**src/rtl/cacheline_adaptor.sv**
```systemverilog
// Bridges the 256-bit cache-line memory port to a 64-bit, 4-beat burst DRAM interface.
// Write-backs are serialised, fills are deserialised, and burst addresses are line-aligned.
module cacheline_adaptor (
  input  logic         clk,
  input  logic         reset_n,
  input  logic [255:0] line_i,
  output logic [255:0] line_o,
  input  logic [31:0]  address_i,
  input  logic         read_i,
  input  logic         write_i,
  output logic         resp_o,
  input  logic [63:0]  burst_i,
  output logic [63:0]  burst_o,
  output logic [31:0]  address_o,
  output logic         read_o,
  output logic         write_o,
  input  logic         resp_i
);

  localparam logic [1:0] IDLE = 2'd0;
  localparam logic [1:0] RD   = 2'd1;
  localparam logic [1:0] WR   = 2'd2;
  localparam logic [1:0] DONE = 2'd3;

  logic [1:0]   state_r;
  logic [1:0]   state_n_s;
  logic [1:0]   beat_r;
  logic [1:0]   beat_n_s;
  logic         beat_last_s;
  logic [255:0] wline_r;
  logic [255:0] line_r;
  logic [31:0]  addr_r;
  logic [63:0]  burst_r;
  logic         read_r;
  logic         write_r;
  logic         resp_r;

  assign beat_n_s    = beat_r + 2'd1;
  assign beat_last_s = (beat_r == 2'd3);

  // Next-state decode; write wins when both requests are raised together.
  always_comb begin
    state_n_s = state_r;
    case (state_r)
      IDLE: begin
        if (write_i) begin
          state_n_s = WR;
        end else if (read_i) begin
          state_n_s = RD;
        end else begin
          state_n_s = IDLE;
        end
      end
      RD, WR: begin
        if (resp_i && beat_last_s) begin
          state_n_s = DONE;
        end else begin
          state_n_s = state_r;
        end
      end
      DONE:    state_n_s = IDLE;
      default: state_n_s = IDLE;
    endcase
  end

  // State, handshake outputs and datapath registers.
  always_ff @(posedge clk or negedge reset_n) begin
    if (!reset_n) begin
      state_r <= IDLE;
      beat_r  <= 2'd0;
      wline_r <= 256'd0;
      line_r  <= 256'd0;
      addr_r  <= 32'd0;
      burst_r <= 64'd0;
      read_r  <= 1'b0;
      write_r <= 1'b0;
      resp_r  <= 1'b0;
    end else begin
      state_r <= state_n_s;
      read_r  <= (state_n_s == RD);
      write_r <= (state_n_s == WR);
      resp_r  <= (state_n_s == DONE);
      case (state_r)
        IDLE: begin
          if (write_i) begin
            addr_r  <= address_i & 32'hFFFF_FFE0;
            wline_r <= line_i;
            burst_r <= line_i[63:0];
            beat_r  <= 2'd0;
          end else if (read_i) begin
            addr_r <= address_i & 32'hFFFF_FFE0;
            beat_r <= 2'd0;
          end
        end
        RD: begin
          // The fill lands in place, so line_o keeps the previous line until the first beat.
          if (resp_i) begin
            line_r[{beat_r, 6'd0} +: 64] <= burst_i;
            beat_r                       <= beat_n_s;
          end
        end
        WR: begin
          if (resp_i) begin
            beat_r <= beat_n_s;
            if (!beat_last_s) begin
              burst_r <= wline_r[{beat_n_s, 6'd0} +: 64];
            end
          end
        end
        DONE: begin
          beat_r <= 2'd0;
        end
        default: begin
          beat_r <= 2'd0;
        end
      endcase
    end
  end

  assign line_o    = line_r;
  assign burst_o   = burst_r;
  assign address_o = addr_r;
  assign read_o    = read_r;
  assign write_o   = write_r;
  assign resp_o    = resp_r;

endmodule

```
**config.mk**
```make
export PLATFORM = sky130hd
export DESIGN_NAME = cacheline_adaptor
export DESIGN_NICKNAME = d
export VERILOG_FILES = /design/src/rtl/cacheline_adaptor.sv
export SDC_FILE = /design/constraint.sdc
export NUM_CORES = 1
export LEC_CHECK = 0
export CAP_MARGIN = 20
export CORE_MARGIN = 8
export CORE_UTILIZATION = 31
export DETAILED_ROUTE_END_ITERATION = 7
export GPL_TIMING_DRIVEN = 0
export PLACE_DENSITY = 0.55
export RECOVER_POWER = 100
export SLEW_MARGIN = 40
export SYNTH_ARGS = -nofsm -noshare
export SYNTH_HDL_FRONTEND = slang
export SYNTH_SLANG_ARGS = --single-unit
```
**constraint.sdc**
```tcl
create_clock -name clk -period 3.5 [get_ports clk]
set_clock_uncertainty 0.05 [all_clocks]
set_input_delay 0.875 -clock clk [delete_from_list [all_inputs] [get_ports clk]]
set_output_delay 0.875 -clock clk [all_outputs]
set_load 0.03 [all_outputs]
```
==> run metrics, run 1 <==
overall power 28.7 mW; Die ar. 0.0888 mm2; fin crit period 3.33 ns; Placer Congestion 0.809; Buffers on Ports 701; Sum Neg Setup Slack 0 ns; crit-path cells buf_6 > buf_2 > inv_1 > ha_1 > clkbuf_1 > clkbuf_4 > clkbuf_2 > mux4_2 > a221o_1; final setup violation count 0; share of cells above drive strength 1 0.223; synth unique cells 36; Hold Crit Class input port to async pin; async set-reset flop share out of synthesis 1.00; dominant cell type by area after synthesis dfrtp_1; first-pass GRT wire length 138 mm; syn_area_per_cell 15.8 um2; Die X 298 um; Worst VDD drop 468 uV; DRC errors left 0; Total GRT Usage 0.207; Max Root-Sink Buffers 3; Reg2Reg Depth 9; Setup crit start kind register; Crit path max-delay family buffers and inverters; area delta synth->final 43.8%; Final ANT Viol Nets 0; critical path's slowest cell dfrtp_1; post-synth top area share 0.619; Max-Cap Viols 2; final WL 94.4 mm; cells after synthesis 1558; DP Wirelength 71.9 mm; clk slew on worst S/H paths 0.06 ns; Most used DFF post-synth dfrtp_1; vias in the first global route 19.6k; Max Slew Vio Count 105; WP buf/inv 6; top cells by instance count after synthesis 610 x dfrtp_1, 283 x mux2_2, 249 x a22o_1; Worst Tran Pin Value 2.39 ns; largest net degree at the start of global routing 108; post-detailed-route wirelength per cell 27.2 um; Worst slew margin -0.595; CP Class register to register; register area share after synthesis 0.619; CTS root buffer clkbuf_16; initial antenna violation count 60; Seq cells post-synth 610; Initial Utilization 0.313; PwrDens 809 mW/mm2; # clock sinks 610; Rows 103; ranking of synthesized cells by area dfrtp_1 62%, mux2_2 13%, a22o_1 8.8%; via count 17.8k; RSZ-0062 raised after global routing false; Levels on crit path 9; H-tree depth 3; synth warn 0; die height 298 um; CP max FO 10; total CTS buffers 69; mapped cell area 0.0247 mm2; LEAKAGE 15.9 nW; EDFF count, synth 0; Final Hold Vio Count 0; period utilization 0.951; first-pass detailed-route iteration total 5; drt initial violations 855; fmax 0.301 GHz; overflow left after global routing 0; Critical Path AT 3.76 ns; Fillers 7139; most frequent cell after synthesis dfrtp_1; Clk Latency, worst-skew pair 0.59 ns; failing checks capacitance limit, slew limit; status complete, but fails checks; CTS tree done; Largest stage delay, worst path 0.39 ns; core region area 0.0789 mm2; worst path required time 3.93 ns; Final #Nets 2708; Worst setup EP type register; Via density 5.11; I/O pin total 712
==> final cells by class <==
cell class	count	area (um2)	share of cell area
sequential	610	15300	0.430
multi-input combinational	807	8590	0.242
timing repair buffer	710	7180	0.202
clock buffer	97	2030	0.0574
tap	1050	1310	0.0371
buffer	140	704	0.0199
clock inverter	21	270	0.00762
antenna	33	82.6	0.00233
inverter	5	18.8	0.000529
==> through the flow <==
stage               hold WS (ns)   util  setup slack, ns  instances  instance area [um2]
floorplan                  0.424      -            0.987       1562                24700
global placement           0.423  0.418           -25.75       3313                33000
detailed placement         0.424  0.421           -0.125       3320                33200
CTS                       0.0519  0.451           0.0126       3440                35600
global route              0.0640  0.449          0.00591       3457                35400
finish                    0.0788  0.450            0.172       3473                35500
==> kinds of logic (layout without fill, tap and decap cells) <==
logic type / Yosys count / count (layout) / synth area share
compound gates: 330 / 330 / 0.118
fa+ha+maj: 8 / 8 / 0.00406
buf+inv: 145 / 973 / 0.0334
flops: 610 / 610 / 0.619
mux: 347 / 347 / 0.188
other cells: 1 / 38 / 0.000152
simple gates: 117 / 117 / 0.0373
==> worst paths after layout <==
check / startpoint / slack [ns] / end
worst min register to register: line_o[184] / 0.43 / line_o[184]
min in group clk: line_o[184] / 0.43 / line_o[184]
worst max-delay path: beat_r[0] / 0.17 / burst_o[51]
worst max register to register: beat_r[0] / 0.17 / burst_o[51]
worst min-delay path: reset_n / 0.08 / wline_r[174]
max in group asynchronous: reset_n / 0.64 / line_o[75]
==> layout by cell type, fill, tap and decap left out, types with 5 or more instances in the layout <==
master           Yosys  routed
clkinv_2             0       9
dlygate4sd3_1        0     351
a221o_1             64      64
clkbuf_16            0      71
nor2b_1             11      11
buf_6               21      12
diode_2              0      33
buf_4               16      12
clkdlybuf4s50_1      0     349
inv_1                5       5
ha_1                 8       8
dfrtp_1            610     610
mux2_2             283     282
a22o_1             249     249
clkbuf_2             0      22
and4_1              64      64
conb_1               1       5
bufinv_16            0       5
nand2b_1            12      12
o21ai_0             11      12
nand2_1             12      12
clkbuf_1            50      91
buf_2               50      11
mux4_2              64      64
clkbuf_8             0      16
==> state kept, by name (all words and copies together) (netlist names) <==
signal,count
write_o,1
read_o,1
address_o,27
state_r,2
resp_o,1
line_o,256
burst_o,64
beat_r,2
wline_r,256
==> what timing repair did <==
item                       4_1_cts  5_1_grt
setup buffers                    2        0
pin swaps                        1        0
setup endpoints to repair       69       27
hold endpoints to repair         0        0
hold buffers                     0        0
resized for setup                1        2
==> where the power goes <==
group | internal (mW) | switching [mW]
clock | 4.42 | 2.97
combinational | 5.12 | 5.46
sequential | 9.41 | 1.29
total | 19.0 | 9.73
==> routing by layer <==
metal / share of wire / wire length (um) / vias to the layer above / GRT usage
met1: 0.37 / 34900 / 9155 / 0.228
li1: - / - / 7649 / -
met5: 0.0036 / 339 / - / 0
met4: 0.032 / 2980 / 52 / 0.0747
met3: 0.095 / 8980 / 192 / 0.0921
met2: 0.50 / 47200 / 707 / 0.352
No activity file was read; power rests on OpenSTA's default activity.
==> run 2, diff against run 1 <==
==> constraint.sdc (replaced) <==
create_clock -name clk -period 3.5 [get_ports clk]
set_clock_uncertainty 0.05 [all_clocks]
set_input_delay 0.525 -clock clk [delete_from_list [all_inputs] [get_ports clk]]
set_output_delay 0.525 -clock clk [all_outputs]
set_load 0.03 [all_outputs]
==> run 2 against run 1 <==
Against the previous run: final area is essentially flat; setup slack gained 0.015 ns; die area is the same; the flow still finishes with violations (capacitance limit, slew limit); register-to-register slack gained 0.02 ns; via count grew 0.19%; highest routed layer unchanged; global-route usage is the same; first-iteration DRC count grew 5.4%.
==> run metrics, run 2 (synthesis gave the netlist of run 1 again) <==
Rows 103; Die X 298 um; die height 298 um; Worst slew margin -0.139; final WL 94.4 mm; Max-Cap Viols 2; commonest non-fill, non-tap cell in the layout dfrtp_1; CP max FO 10; WL met1 34.6 mm; worst path required time 3.93 ns; status complete, but fails checks; DP Wirelength 71.9 mm; H-tree depth 3; Via density 5.12; Final Hold Vio Count 0; via count 17.8k; Worst VDD drop 468 uV; Max Root-Sink Buffers 3; Fillers 7143; LEAKAGE 15.9 nW; fmax 0.302 GHz; overflow left after global routing 0; largest net degree at the start of global routing 108; setup ws final 0.187 ns; clk slew on worst S/H paths 0.06 ns; Critical Path AT 3.74 ns; commonest cells after routing, fill and taps aside 610 x dfrtp_1, 352 x dlygate4sd3_1, 349 x clkdlybuf4s50_1; overall power 28.7 mW; share of cells above drive strength 1 0.221; Total GRT Usage 0.207; pre-CTS setup slack -0.125 ns; CP Class register to register; area delta synth->final 43.8%; final setup violation count 0; first-pass GRT wire length 138 mm; final cell count without fillers 3474; Worst setup EP type register; Buffers on Ports 701; Initial Utilization 0.313; Hold Crit Class input port to async pin; period utilization 0.946; Setup crit start kind register; Final #Nets 2709; failing checks capacitance limit, slew limit; vias in the first global route 19.6k; Clk Latency, worst-skew pair 0.59 ns; Die ar. 0.0888 mm2; Max Slew Vio Count 66; initial antenna violation count 60; Placer Congestion 0.809; hold_ws 0.348 ns; I/O pin total 712; drt initial violations 901; first-pass detailed-route iteration total 5; PwrDens 809 mW/mm2; # clock sinks 610; fin crit period 3.31 ns; CTS tree done; core region area 0.0789 mm2; met2 routed wirelength 47.4 mm; uppermost layer routed met5; total CTS buffers 69; RSZ-0062 raised after global routing false; DP Cell Count 3320; post-detailed-route wirelength per cell 27.2 um; Final ANT Viol Nets 0; DRC errors left 0; CTS root buffer clkbuf_16; Worst Tran Pin Value 1.71 ns; Reg2Reg Depth 9; design area 0.0355 mm2; DR WL met3 9.06 mm; placed cell area 0.0332 mm2
run 2: changes by cell type in the layout (fill, tap and decap cells not counted), sizes merged:
cell	before	now
dlygate4sd3	351	352
clkbuf	204	205
buf	43	42
run 2: through the flow:
stage	utilization	setup TNS, ns
after floorplan	-	0
after global placement	0.418	-
after detailed placement	0.421	-3.48
after CTS	0.451	0
after global routing	0.449	0
final	0.450	0
run 2: worst max-delay path: stages, from the launching register on:
cell	delay [ns]
dfrtp_1	0.39
buf_6	0.19
buf_2	0.35
inv_1	0.14
ha_1	0.30
clkbuf_1	0.34
clkbuf_4	0.36
clkbuf_2	0.36
mux4_2	0.38
a221o_1	0.33
run 2: worst paths after layout:
kind,slack [ns],startpoint,end
setup / recovery,0.19,beat_r[0],burst_o[51]
setup reg to reg,0.19,beat_r[0],burst_o[51]
hold / removal,0.35,reset_n,wline_r[174]
hold reg to reg,0.43,line_o[184],line_o[184]
max in group asynchronous,0.58,reset_n,burst_o[5]
min in group clk,0.43,line_o[184],line_o[184]
run 2: power by group:
group          switching (mW)  internal [mW]
Clock                    2.98           4.42
Sequential               1.29           9.41
Combinational            5.45           5.11
run 2: routing by layer:
layer | global-route usage | vias up
met1 | 0.228 | 9185
met2 | 0.352 | 704
met5 | 0 | -
li1 | - | 7656
met4 | 0.0747 | 52
met3 | 0.0921 | 192
run 2: repair_timing:
item                       in CTS  in global routing
pin swaps                       1                  0
buffers inserted                2                  0
setup endpoints to repair      69                 27
hold endpoints to repair       49                  0
hold buffers                    1                  0
gates resized for setup         1                  2
gates cloned                    0                  0
run 2: cell type report:
cell class                 instances  area, um2  area share
buffer                           140        701      0.0198
timing repair buffer             711       7170       0.202
tap                             1050       1310      0.0371
clock buffer                      97       2030      0.0574
sequential                       610      15300       0.431
clock inverter                    21        270     0.00762
inverter                           5       18.8    0.000529
multi-input combinational        807       8590       0.242
antenna                           33       82.6     0.00233
==> run 3, diff against run 2 <==
--- a/config.mk
+++ b/config.mk
@@ -10,7 +10,7 @@
 export CORE_UTILIZATION = 31
 export DETAILED_ROUTE_END_ITERATION = 7
 export GPL_TIMING_DRIVEN = 0
-export PLACE_DENSITY = 0.55
+export PLACE_DENSITY = 0.54
 export RECOVER_POWER = 100
 export SLEW_MARGIN = 40
 export SYNTH_ARGS = -nofsm -noshare
==> run 3 against run 2 <==
Against the previous run: power increased by 0.83%; the flow now finishes without violations; core utilization up 0.13 points; routed wire length increased by 0.58%; critical path type unchanged; flip-flop and latch count stayed put; setup slack worse by 0.041 ns; cell count about the same; final area rose by 0.28%; first-iteration DRC count shrank 12%; sequential share of layout area shrank 0.12 points; largest power group unchanged; via count decreased by 0.41%.
==> run metrics, run 3 (synthesis gave the netlist of run 1 again) <==
status finished clean; RSZ-0062 raised after global routing false; Max-Cap Viols 0; # clock sinks 610; commonest non-fill, non-tap cell in the layout dfrtp_1; Reg2Reg Depth 8; Die X 298 um; Buffers on Ports 701; design area 0.0356 mm2; final cell count without fillers 3473; CP max FO 10; largest net degree at the start of global routing 109; Setup crit start kind register; final WL 94.9 mm; fin crit period 3.35 ns; PwrDens 813 mW/mm2; Critical Path AT 3.78 ns; final setup violation count 0; worst path required time 3.93 ns; CP Class register to register; I/O pin total 712; DP Cell Count 3320; Final #Nets 2713; first-pass GRT wire length 139 mm; share of cells above drive strength 1 0.220; clk slew on worst S/H paths 0.06 ns; post-detailed-route wirelength per cell 27.3 um; placed cell area 0.0332 mm2; Worst Tran Pin Value 1.25 ns; total CTS buffers 71; drt initial violations 789; Rows 103; Final Hold Vio Count 0; initial antenna violation count 35; Max Slew Vio Count 0; area delta synth->final 44.2%; Final ANT Viol Nets 0; first-pass detailed-route iteration total 4; Worst VDD drop 392 uV; Initial Utilization 0.313; Clk Latency, worst-skew pair 0.61 ns; vias in the first global route 19.7k; hold depth 2; Placer Congestion 0.821; fmax 0.298 GHz; CTS root buffer clkbuf_16; Total GRT Usage 0.208; die height 298 um; core region area 0.0789 mm2; Via density 5.10; period utilization 0.958; via count 17.7k; DP Wirelength 72.2 mm; LEAKAGE 15.9 nW; H-tree depth 3; Worst slew margin 0.155; DRC errors left 0; Max Root-Sink Buffers 3; Worst setup EP type register; Hold Crit Class register to register; overflow left after global routing 0; Die ar. 0.0888 mm2; CTS tree done; commonest cells after routing, fill and taps aside 610 x dfrtp_1, 352 x dlygate4sd3_1, 349 x clkdlybuf4s50_1; hold_ws 0.428 ns; fin util 0.451
[run 3: stage by stage]
step           TNS (ns)  setup WS, ns  power (mW)
3_5_place_dp     -0.646       -0.0537        21.9
5_1_grt               0        0.0103        30.4
3_3_place_gp          -        -25.50        21.7
2_1_floorplan         0         0.987        17.3
6_report              0         0.147        28.9
4_1_cts               0         0.130        29.7
[run 3: final timing paths]
| path | endpoint | from | slack (ns) |
|---|---|---|---|
| worst min register to register | line_o[184] | line_o[184] | 0.43 |
| min in group asynchronous | wline_r[176] | reset_n | 0.53 |
| worst max register to register | burst_o[4] | beat_r[0] | 0.15 |
| worst min-delay path | line_o[184] | line_o[184] | 0.43 |
| max in group asynchronous | line_o[229] | reset_n | 0.43 |
| worst max-delay path | burst_o[4] | beat_r[0] | 0.15 |
[run 3: cell type report]
type / instances / area, um2
Multi-Input combinational cell: 807 / 8590
Fill cell: 7159 / 43300
Inverter: 5 / 18.8
Timing Repair Buffer: 713 / 7220
Buffer: 140 / 693
Sequential cell: 610 / 15300
Clock inverter: 19 / 283
Antenna cell: 19 / 47.5
Clock buffer: 110 / 2130
Tap cell: 1050 / 1310
[run 3: where the power goes]
group          total, mW  internal (mW)  switching, mW
logic               10.6           5.12           5.43
clock network       7.65           4.58           3.07
registers           10.7           9.42           1.29
[run 3: metal layers]
layer  wire length, um  up-vias  track usage
met2             47300      670        0.358
li1                  -     7636            -
met1             36600     9225        0.239
met3              8100      157       0.0797
met5               185        -            0
met4              2830       28       0.0601
[run 3: timing repair]
item / CTS / global route
gates resized for setup: 2 / 0
hold endpoints to repair: 75 / 0
setup endpoints to repair: 53 / 0
hold buffers: 1 / 0
buffers inserted: 4 / 0
[run 3: critical path, stage by stage (launching register included)]
cell,delay [ns]
dfrtp_1,0.39
buf_6,0.19
buf_2,0.35
inv_1,0.14
ha_1,0.29
clkbuf_1,0.37
clkbuf_1,0.68
mux4_2,0.42
a221o_1,0.33
